--- src/rtl/uart_mmio.sv ---
// Memory-mapped 8N1 UART: TXD/RXD/CON registers, TX and RX FSMs, level interrupt.
// Optional build macro UART_LOOPBACK_EN adds CON bit7 internal tx->rx loopback.
module uart_mmio #(
  parameter int unsigned CLK_PER_BIT = 10417,
  parameter logic [31:0] BASE_ADDR   = 32'h4000_0018
) (
  input  logic        clk,
  input  logic        reset,
  input  logic [31:0] Addr,
  input  logic [31:0] WriteData,
  input  logic        MemRd,
  input  logic        MemWr,
  output logic [31:0] ReadData,
  input  logic        rx,
  output logic        tx,
  output logic        uart_irq
);

  localparam int unsigned CW = 16;
  localparam logic [CW-1:0] BIT_LAST  = CW'(CLK_PER_BIT - 1);
  localparam logic [CW-1:0] HALF_LAST = CW'(CLK_PER_BIT / 2 - 1);
  localparam logic [29:0] A_TXD = BASE_ADDR[31:2];
  localparam logic [29:0] A_RXD = A_TXD + 30'd1;
  localparam logic [29:0] A_CON = A_TXD + 30'd2;

  typedef enum logic [1:0] {TX_IDLE, TX_START, TX_DATA, TX_STOP} tx_state_t;
  typedef enum logic [2:0] {RX_IDLE, RX_START, RX_DATA, RX_STOP, RX_BRK} rx_state_t;

  tx_state_t tx_state, tx_state_d;
  rx_state_t rx_state, rx_state_d;
  logic [CW-1:0] tx_cnt, tx_cnt_d, rx_cnt, rx_cnt_d;
  logic [2:0] tx_bit, tx_bit_d, rx_bit, rx_bit_d;
  logic [7:0] tx_shift, tx_shift_d, rx_shift, rx_shift_d, rx_data;
  logic tx_q, tx_q_d, tx_busy, tx_busy_d;
  logic [1:0] rx_sync;
  logic rx_prev, rx_in_c;
  logic rx_irq_en, tx_irq_en, rx_valid, rx_overrun, frame_err, tx_done, loop;
  logic sel_txd_c, sel_rxd_c, sel_con_c, wr_con_c, rd_rxd_c, rd_con_c;
  logic tx_fin_c, tx_accept_c, rx_ok_c, rx_ferr_c;
  logic [7:0] con_c;
  logic unused_bits;

  assign unused_bits = ^{Addr[1:0], WriteData[31:8]};

  assign sel_txd_c   = (Addr[31:2] == A_TXD);
  assign sel_rxd_c   = (Addr[31:2] == A_RXD);
  assign sel_con_c   = (Addr[31:2] == A_CON);
  assign wr_con_c    = MemWr & sel_con_c;
  assign rd_rxd_c    = MemRd & sel_rxd_c;
  assign rd_con_c    = MemRd & sel_con_c;
  assign tx_fin_c    = (tx_state == TX_STOP) && (tx_cnt == BIT_LAST);
  // The last STOP cycle already frees the transmitter for a back-to-back write.
  assign tx_accept_c = MemWr & sel_txd_c & (~tx_busy | tx_fin_c);

`ifdef UART_LOOPBACK_EN
  always_ff @(posedge clk) begin
    if (!reset)        loop <= 1'b0;
    else if (wr_con_c) loop <= WriteData[7];
  end
`else
  assign loop = 1'b0;
`endif

  assign rx_in_c = loop ? tx_q : rx;
  assign tx      = tx_q | loop;
  assign con_c   = {loop, frame_err, rx_overrun, tx_done, tx_busy, rx_valid, tx_irq_en, rx_irq_en};

  always_comb begin
    ReadData = 32'h0;
    if (rd_rxd_c)      ReadData = {24'h0, rx_data};
    else if (rd_con_c) ReadData = {24'h0, con_c};
  end

  // TX next state: bit timing and serial output.
  always_comb begin
    tx_state_d = tx_state;
    tx_cnt_d   = tx_cnt + 16'd1;
    tx_bit_d   = tx_bit;
    tx_shift_d = tx_shift;
    tx_q_d     = tx_q;
    tx_busy_d  = tx_busy;
    case (tx_state)
      TX_IDLE: tx_cnt_d = '0;
      TX_START:
        if (tx_cnt == BIT_LAST) begin
          tx_state_d = TX_DATA;
          tx_cnt_d   = '0;
          tx_q_d     = tx_shift[0];
        end
      TX_DATA:
        if (tx_cnt == BIT_LAST) begin
          tx_cnt_d = '0;
          if (tx_bit == 3'd7) begin
            tx_state_d = TX_STOP;
            tx_q_d     = 1'b1;
          end else begin
            tx_bit_d   = tx_bit + 3'd1;
            tx_shift_d = {1'b0, tx_shift[7:1]};
            tx_q_d     = tx_shift[1];
          end
        end
      TX_STOP:
        if (tx_fin_c) begin
          tx_state_d = TX_IDLE;
          tx_cnt_d   = '0;
          tx_busy_d  = 1'b0;
        end
    endcase
    if (tx_accept_c) begin
      tx_state_d = TX_START;
      tx_cnt_d   = '0;
      tx_bit_d   = 3'd0;
      tx_shift_d = WriteData[7:0];
      tx_q_d     = 1'b0;
      tx_busy_d  = 1'b1;
    end
  end

  // RX next state: mid-bit sampling of the synchronized line.
  always_comb begin
    rx_state_d = rx_state;
    rx_cnt_d   = rx_cnt + 16'd1;
    rx_bit_d   = rx_bit;
    rx_shift_d = rx_shift;
    rx_ok_c    = 1'b0;
    rx_ferr_c  = 1'b0;
    case (rx_state)
      RX_IDLE: begin
        rx_cnt_d = '0;
        if (rx_prev & ~rx_sync[1]) rx_state_d = RX_START;
      end
      RX_START:
        if (rx_cnt == HALF_LAST) begin
          rx_cnt_d   = '0;
          rx_bit_d   = 3'd0;
          rx_state_d = rx_sync[1] ? RX_IDLE : RX_DATA;
        end
      RX_DATA:
        if (rx_cnt == BIT_LAST) begin
          rx_cnt_d   = '0;
          rx_shift_d = {rx_sync[1], rx_shift[7:1]};
          rx_bit_d   = rx_bit + 3'd1;
          if (rx_bit == 3'd7) rx_state_d = RX_STOP;
        end
      RX_STOP:
        if (rx_cnt == BIT_LAST) begin
          rx_cnt_d = '0;
          if (rx_sync[1]) begin
            rx_ok_c    = 1'b1;
            rx_state_d = RX_IDLE;
          end else begin
            rx_ferr_c  = 1'b1;
            rx_state_d = RX_BRK;
          end
        end
      RX_BRK: begin
        rx_cnt_d = '0;
        if (rx_sync[1]) rx_state_d = RX_IDLE;
      end
      default: rx_state_d = RX_IDLE;
    endcase
  end

  always_ff @(posedge clk) begin
    if (!reset) begin
      tx_state   <= TX_IDLE;
      tx_cnt     <= '0;
      tx_bit     <= 3'd0;
      tx_shift   <= 8'h0;
      tx_q       <= 1'b1;
      tx_busy    <= 1'b0;
      rx_state   <= RX_IDLE;
      rx_cnt     <= '0;
      rx_bit     <= 3'd0;
      rx_shift   <= 8'h0;
      rx_sync    <= 2'b11;
      rx_prev    <= 1'b1;
      rx_data    <= 8'h0;
      rx_irq_en  <= 1'b0;
      tx_irq_en  <= 1'b0;
      rx_valid   <= 1'b0;
      rx_overrun <= 1'b0;
      frame_err  <= 1'b0;
      tx_done    <= 1'b0;
      uart_irq   <= 1'b0;
    end else begin
      tx_state   <= tx_state_d;
      tx_cnt     <= tx_cnt_d;
      tx_bit     <= tx_bit_d;
      tx_shift   <= tx_shift_d;
      tx_q       <= tx_q_d;
      tx_busy    <= tx_busy_d;
      rx_state   <= rx_state_d;
      rx_cnt     <= rx_cnt_d;
      rx_bit     <= rx_bit_d;
      rx_shift   <= rx_shift_d;
      rx_sync    <= {rx_sync[0], rx_in_c};
      rx_prev    <= rx_sync[1];
      if (rx_ok_c) rx_data <= rx_shift;
      if (wr_con_c) {tx_irq_en, rx_irq_en} <= WriteData[1:0];
      // Flag sets take priority over read-side clears.
      rx_valid   <= rx_ok_c | (rx_valid & ~rd_rxd_c);
      rx_overrun <= (rx_ok_c & rx_valid) | (rx_overrun & ~rd_rxd_c);
      frame_err  <= rx_ferr_c | (frame_err & ~rd_con_c);
      tx_done    <= tx_fin_c | (tx_done & ~rd_con_c);
      uart_irq   <= (rx_irq_en & rx_valid) | (tx_irq_en & tx_done);
    end
  end

endmodule

--- config.mk ---
export PLATFORM = sky130hd
export DESIGN_NAME = uart_mmio
export DESIGN_NICKNAME = d
export VERILOG_FILES = /design/src/rtl/uart_mmio.sv
export SDC_FILE = /design/constraint.sdc
export NUM_CORES = 1
export LEC_CHECK = 0
export ABC_CLOCK_PERIOD_IN_PS = 3950
export BUFFER_PORTS_ARGS = -buffer_cell sky130_fd_sc_hd__buf_4
export CAP_MARGIN = 20
export CORE_ASPECT_RATIO = 0.8
export CORE_UTILIZATION = 40
export DETAILED_ROUTE_END_ITERATION = 10
export PLACE_DENSITY = 0.65
export SLEW_MARGIN = 15
export SYNTH_ARGS = -nofsm -noshare
export SYNTH_HDL_FRONTEND = slang
export SYNTH_SLANG_ARGS = --single-unit
export TNS_END_PERCENT = 100
--- constraint.sdc ---
create_clock -name clk -period 3.95 [get_ports clk]
set_input_delay 0.9875 -clock clk [delete_from_list [all_inputs] [get_ports clk]]
set_output_delay 0.9875 -clock clk [all_outputs]
set_load 0.02 [all_outputs]
==> results.ini <==
[worst_setup_path]
cp_max_fo = 10
slowest_delay_ps = 560
crit_chain = buf_4, nor4_2, nand4_2, nor3_2, a22o_1, buf_4
r2r_cells = 7
critPathKind = in -> out
worstReg2RegStart = tx_cnt[0]
critPathSlowestCell = nor3_2
r2r_setup_slack_ps = 1650
cp.required_ps = 2960
critPathLaunchType = primary input
critPathCaptureType = output pin
crit_top_cell = buf_4
path_buf_inv = 2
r2r-end = tx_cnt[2]
crit_family = simple AND/OR/NAND/NOR gates
arrival_ps = 2580

[clock_tree]
cts_tree = yes
cts_setup_buffers = 0
cts_sinks = 79
clk_latency_ps = 340
cts_inserted_buffers = 9
cts_root_buf = clkbuf_16
cts_htree_levels = 3
path_clk_slew_ps = 60
postCtsHoldBufs = 0
cts_buffer_depth = 2
cts_resized = 0

[place]
place_area_um2 = 4622
pre_cts_ws_ps = 376.2
hpwl_um = 6126
portBuffers = 52
place_congestion = 0.7789

[sta]
tns_ps = 0
tightestPinTransition_ps = 829.0
min_period_ps = 3564
finalCritPeriodShare_pct = 90.23
slew_headroom_pct = 44.73
finClkSkew_ps = 7.332
worst_slack_ps = 385.8
max_freq_mhz = 280.6
setup_viol = 0
drv_slew = 0
rsz0062_at_grt = false
finalHoldViolCount = 0

[job]
cap_viol_max_count = 0

[route]
postRouteAntennaNets = 0
met1_length_um = 4326
dr.first_iter.drc_count = 199
dr.pass1.iters = 5
dr.max_layer_used = met4
dr_wl_met2_um = 3675
wl_per_cell_um = 13.36
viasPerCell = 5.061
met3_length_um = 511
wl_um = 8579
drc = 0
vias = 3249

[finish]
synthToLayoutAreaGrowth_pct = 16.77
nNetsFinal = 580
fillers = 972
regArea_um2 = 1582
utilization_pct = 48.17
final_area_um2 = 4932
diodes = 0
multi_input_area_um2 = 2404
drive_gt1_share_pct = 20.72

[die]
initial_utilization_pct = 41.25
io_pins = 103
die_area_um2 = 10980
die_w_um = 116.9
core_area_um2 = 10240
placement_rows = 33
fp.dieH_um = 93.92

[yosys]
synthCells = 449
yosysUniqueCellTypes = 63
yosys_warnings = 0
synth_ff_type = dfxtp_1
synth.top_cell.area_share_pct = 37.44
synthTopCellsByArea = dfxtp_1 37%, mux2i_1 7.1%, buf_4 4.4%
synth_area_um2 = 4224
synth_edf_count = 0
yosys.area.top_type = dfxtp_1
synth_top_cells_by_count = 79 x dfxtp_1, 48 x nor2_1, 30 x mux2i_1, 27 x nand2_1, 25 x buf_4
async_reset_ff_share_pct = 0
synth.most_common_cell = dfxtp_1
seq_area_frac_synth_pct = 37.44
synth_seq_cells = 79
avgSynthCellArea_um2 = 9.408

[global_routing]
grt_start_max_net_pins = 52
overflow = 0
first_global_vias = 3008
grt_usage_pct = 16.84
grt_pass1_wl_um = 14350
antenna_found_initial = 0

[pwr]
p_leak_nw = 1.893
total_power_mw = 1.892
p_per_area_nw_per_um2 = 383.6
ir_drop_uv = 167.7

[min_path]
min_path_cells = 1
hold_path_startpoint = rx_sync[0]
holdPathEnd = rx_sync[1]
hp-class = reg -> reg

[run_status]
status = completed

[layout by cell type, fill, tap and decap left out, drive strengths merged, types with 13 or more instances in the layout]
master and n:
dfxtp 79, nor2 60, buf 54, mux2i 30
nand2 27, conb 24, a211oi 23, xor2 17
nor3 16, inv 14, ha 14, nand3 14
clkbuf 13
[cells by family (layout without fill, tap and decap cells)]
logic type	Yosys count	count (layout)	share of synthesized area (%)
other cells	1	24	0.08878
fa+ha+maj	14	14	4.147
compound gates	62	62	11.58
flops	79	79	37.44
buf+inv	55	85	7.701
simple gates	179	179	25.92
mux	30	30	7.109
xor+xnor	29	29	6.013
[registers in the layout, indices dropped and copies added, names as in the netlist, 2 cells and up]
signal / cells
tx_cnt: 16
rx_data: 8
rx_sync: 2
rx_state: 3
rx_cnt: 16
rx_shift: 8
tx_bit: 3
tx_state: 2
tx_shift: 8
rx_bit: 3
[metrics by stage]
stage	instances	hold slack, ps
after detailed placement	626	391.8
after global placement	626	390.6
after CTS	642	411.3
after floorplan	472	386.3
final	642	408.5
after global routing	642	449.2
[metal layers]
layer	vias up	GRT usage, %
li1	1639	-
met1	1515	23.10
met2	88	25.25
met3	7	5.484
met4	0	4.325
met5	-	0
[final cells by class]
class,instances,area share [%]
Multi-Input combinational cell,338,48.73
Timing Repair Buffer,54,8.219
Clock buffer,13,5.479
Sequential cell,79,32.07
Clock inverter,3,0.8118
Inverter,15,1.142
Tap cell,140,3.551
[worst max-delay path by stage]
stage | slack [ps] | depth (start not counted) | startpoint | to
final | 390 | 6 | Addr[8] | ReadData[0]
after global routing | 230 | 6 | Addr[7] | ReadData[0]
after CTS | 360 | 6 | Addr[8] | ReadData[0]
after detailed placement | 380 | 6 | Addr[8] | ReadData[0]
after global placement | 410 | 6 | Addr[8] | ReadData[3]
after floorplan | 650 | 4 | Addr[7] | ReadData[0]
[power breakdown]
part           internal (mW)  switching, mW
registers              0.809         0.0173
logic                 0.0854          0.132
clock network          0.539          0.310
total                   1.43          0.459
Note: power is estimated with default switching activity, not from simulation.
